## src/rtl/sig_pattern_checker_run_fifo.sv

```systemverilog
// run_fifo: synchronous show-ahead FIFO, head visible on data_o while
// not empty; push into a full FIFO is accepted only with a same-cycle pop.
module run_fifo #(
    parameter int WIDTH = 5,
    parameter int DEPTH = 4
) (
    input  logic             clk,
    input  logic             rst,
    input  logic             push_i,
    input  logic             pop_i,
    input  logic [WIDTH-1:0] data_i,
    output logic [WIDTH-1:0] data_o,
    output logic             full_o,
    output logic             empty_o
);

    localparam int AW = $clog2(DEPTH);

    logic [WIDTH-1:0] mem_q [DEPTH];
    logic [AW:0]      wr_q;
    logic [AW:0]      rd_q;
    logic             do_push;
    logic             do_pop;

    assign empty_o = (wr_q == rd_q);
    assign full_o  = (wr_q[AW] != rd_q[AW])
                  && (wr_q[AW-1:0] == rd_q[AW-1:0]);
    assign do_pop  = pop_i && !empty_o;
    assign do_push = push_i && (!full_o || do_pop);
    assign data_o  = mem_q[rd_q[AW-1:0]];

    always_ff @(posedge clk) begin
        if (rst) begin
            wr_q <= '0;
            rd_q <= '0;
        end else begin
            if (do_push) begin
                mem_q[wr_q[AW-1:0]] <= data_i;
                wr_q <= wr_q + 1'b1;
            end
            if (do_pop) begin
                rd_q <= rd_q + 1'b1;
            end
        end
    end

endmodule

```

## config.mk

```make
export PLATFORM = sky130hd
export DESIGN_NAME = run_fifo
export DESIGN_NICKNAME = d
export VERILOG_FILES = /design/src/rtl/sig_pattern_checker_run_fifo.sv
export SDC_FILE = /design/constraint.sdc
export NUM_CORES = 1
export LEC_CHECK = 0
export BUFFER_PORTS_ARGS = -buffer_cell sky130_fd_sc_hd__buf_2
export CAP_MARGIN = 15
export CORE_MARGIN = 4
export CORE_UTILIZATION = 60
export DETAILED_ROUTE_END_ITERATION = 10
export PLACE_DENSITY_LB_ADDON = 0.12
export SYNTH_ARGS = -nofsm -noshare
export SYNTH_HDL_FRONTEND = slang
export SYNTH_SLANG_ARGS = --single-unit
```

## constraint.sdc

```tcl
create_clock -name clk -period 3.5 [get_ports clk]
set_input_delay 0.7 -clock clk [delete_from_list [all_inputs] [get_ports clk]]
set_output_delay 0.7 -clock clk [all_outputs]
set_load 0.005 [all_outputs]
```

### Word level (Yosys, flattened, before mapping)

Memory sizes are Yosys's and may differ from the RTL's. A register that Yosys moved wholly into a read port is not among the register bits.
Index checks and enable logic that the tools add are counted.

| storage, ports and cells | value |
|---|---|
| register bits | 6 |
| bits in writable memories | 20 |
| input port bits | 9 |
| output and inout bits | 7 |
| word-level logic and storage cells | 19 |
| memories | 1 |

| operators by class | value |
|---|---|
| add/sub/neg operators | 2 |
| equality and inequality tests | 3 |
| muxes and demuxes | 5 |
| reduce and logical (&&, ||, !) cells | 6 |

Memories:

| memory | words | width | read ports | clocked after memory_dff | wr ports | RTL line | source |
|---|---|---|---|---|---|---|---|
| mem_q | 4 | 5 | 1 | 1 | 1 | 19 | `logic [WIDTH-1:0] mem_q [DEPTH];` |

Operators by type and width:

| cell | number |
|---|---|
| 3-bit by 1-bit adder with 3-bit output (second input constant) | 2 |
| 2-bit two-way mux | 2 |
| 3-bit equality test | 1 |
| 1-bit logical AND | 3 |
| 1-bit two-way mux | 3 |
| 2-bit equality test | 1 |
| 1-bit logical NOT | 2 |
| 1-bit logical OR | 1 |
| 1-bit inequality test | 1 |

### Logic depth before layout (Yosys ltp)

| depth | value |
|---|---|
| depth in word-level cells | 8 |
| gate-level depth with buffers | 4 |
| mapped depth without buffers | 4 |

### Worst setup path before layout

Ideal clock, no wire load.

| timing path | value |
|---|---|
| path kind | register to output |
| start point | register (tool-made name) |
| end point | output port data_o[0] |
| arrival time | 0.975 ns |
| data required time | 2.800 ns |
| setup slack | 1.825 ns |
| stages on the path, launching flop included | 3 |
| buffers on the path | 1 |
| cells stage by stage | dfxtp_1 buf_2 mux4_2 |

RTL lines:

| item | RTL line | source |
|---|---|---|
| end: declaration | 12 | `output logic [WIDTH-1:0] data_o,` |

==> results.yml <==
floorplan:
  initial_core_util_pct: 64.0
  die_x_um: 54.2
  coreArea_sq_um: 2000
  core.rowCount: 16
  io_pins: 16
  die_h_um: 54.2
  dieArea_sq_um: 2940
logic_synthesis:
  yosys_warnings: 0
  yosys.cell_count.top_type: "edfxtp_1"
  synth_cell_types: 26
  yosys.area.top_type: "edfxtp_1"
  synthCells: 84
  synthArstFlopShare_pct: 0
  seq_area_frac_synth_pct: 59.4
  synth_common_cells: "edfxtp_1, dfxtp_1, nor2_1"
  ys_seq_elements: 28
  synth_edf_count: 20
  syn_area_per_cell_sq_um: 15.3
  ys.flop_type: "edfxtp_1"
  synth_area_leaders: "edfxtp_1, dfxtp_1, mux4_2"
  synth_nets: 98
  synth_area_sq_um: 1280
  netlist.area_leader.share_pct: 46.9
cts:
  cts_htree_levels: 1
  cts.path.max_buffers: 2
  root_buffer: "clkbuf_4"
  path_clk_slew_ns: 0.13
  cts_hold_buf: 0
  cts_sinks: 28
  clk_latency_ns: 0.31
  cts_made_buffers: 3
  postCtsSetupBuffers: 0
  cts_resized: 0
  cts_tree: "built"
grt:
  grt_pass1_wl_um: 3120
  grt_pass1_vias: 733
  grt_antenna_before_repair: 0
  track_usage_pct: 15.5
  grt_overflow: 0
  grt_max_degree: 16
detailed_routing:
  dr_wl_met3_um: 82
  routedWlPerCell_um: 15.2
  via_count: 703
  wl_um: 1940
  drc: 0
  wl_met1_um: 820
  top_layer: "met4"
  ant_nets: 0
  first_pass_iters: 4
  viasPerCell: 5.49
  drt_iter0_drc: 11
  dr_wl_met2_um: 1030
power_and_ir_drop:
  power.share.clock_pct: 21.4
  power_density_nw_per_um2: 482
  power.total_uw: 683
  ir_drop_mv: 0.263
  p_switching_uw: 170
  p_leak_nw: 0.522
  combPwrFrac_pct: 20.0
  internal_power_uw: 514
  sw_frac_of_total_pct: 24.8
  seq_power_share_pct: 58.6
worst_setup_path:
  start_kind: "register"
  arrival_ns: 1.52
  required_ns: 2.80
  ff2ff_path_depth: 3
  r2r_start: "wr_q[1]"
  path_class: "register to output pin"
  critPathMaxFanout: 5
  critPathCaptureType: "output pin"
min_path:
  hp-class: "register to register"
  whs_path_depth: 2
  worstHoldStart: "rd_q[1]"
finish:
  fill_cells: 151
  diodes: 0
  finalNetCount: 116
  drive_gt1_share_pct: 32.7
  syn2layout_area_growth_pct: 10.6
  fin_util_pct: 70.8
timing:
  post-route-min-period_ns: 2.22
  fin_ws_ns: 1.28
  period_share_pct: 63.3
  tightestPinTransition_ns: 0.384
  fmax_ghz: 0.451
  setup_viol: 0
  rsz0062_at_grt: "false"
  relSlewSlack_pct: 74.3
  tns_ns: 0
  hold_violations: 0
  drv_slew: 0
  fin_worst_skew_ns: 0.00161
placed_design:
  place_ws_ns: 1.58
  hpwlAfterDp_um: 1570
  gp_congestion: 0.722
  port_buffers: 15
run:
  cap_violations: 0
outcome:
  status: "completed"
## metrics by stage
step | hold slack [ns] | std cells | instance area, sq um
floorplan | 0.513 | 84 | 1280
global placement | 0.556 | 124 | 1380
detailed placement | 0.579 | 124 | 1380
CTS | 0.597 | 128 | 1420
global route | 0.591 | 128 | 1420
finish | 0.590 | 128 | 1420
## worst max-delay path: stages, from the launching register on
cell and delay, ns:
dfxtp_1 0.53, mux4_2 0.54, buf_2 0.14
## layout make-up
class	count	area, sq um	share of cell area [%]
sequential	28	761	53.7
multi-input combinational	49	493	34.8
timing repair buffer	15	75.1	5.30
clock buffer	4	36.3	2.56
tap	27	33.8	2.38
inverter	5	18.8	1.32
## cells in the final DEF (no fill, tap or decap), types with 2 or more instances in the layout
master	count
dfxtp_1	8
nor2b_1	3
ha_1	5
mux2i_1	2
clkbuf_4	3
edfxtp_1	20
mux4_2	5
a41oi_1	2
nand2b_1	5
mux2_2	3
inv_1	5
buf_2	15
xnor2_2	2
and2_1	4
nor2_1	6
nand2_1	2
## logic make-up after synthesis
family | synth area share, %
buf+inv | 2.15
fa+ha+maj | 4.88
flops | 59.4
xor+xnor | 4.49
compound gates | 4.79
mux | 14.2
simple gates | 10.2
## per-layer routing
metal  GRT usage [%]  vias up
li1                -      342
met1            17.2      344
met2            29.1       15
met3            3.27        2
met4            4.98        0
met5               0        -
## power by group through the flow
stage | logic [mW] | registers (mW) | clock network [mW]
after global routing | 0.153 | 0.404 | 0.165
final | 0.137 | 0.400 | 0.146
after floorplan | 0.107 | 0.396 | 0
after CTS | 0.139 | 0.401 | 0.149
after detailed placement | 0.139 | 0.409 | 0
after global placement | 0.135 | 0.408 | 0
## worst paths after layout
path	end	slack, ns
worst max-delay path	data_o[3]	1.28
worst min-delay path	register	0.59
worst max register to register	mem_q[1][0]	1.89
worst min register to register	register	0.59
## sequential cells by signal, indices dropped and copies added, names as in the netlist, named ones only
register,cells
wr_q,3
mem_q,20
rd_q,3
(Power assumes the default switching activity.)
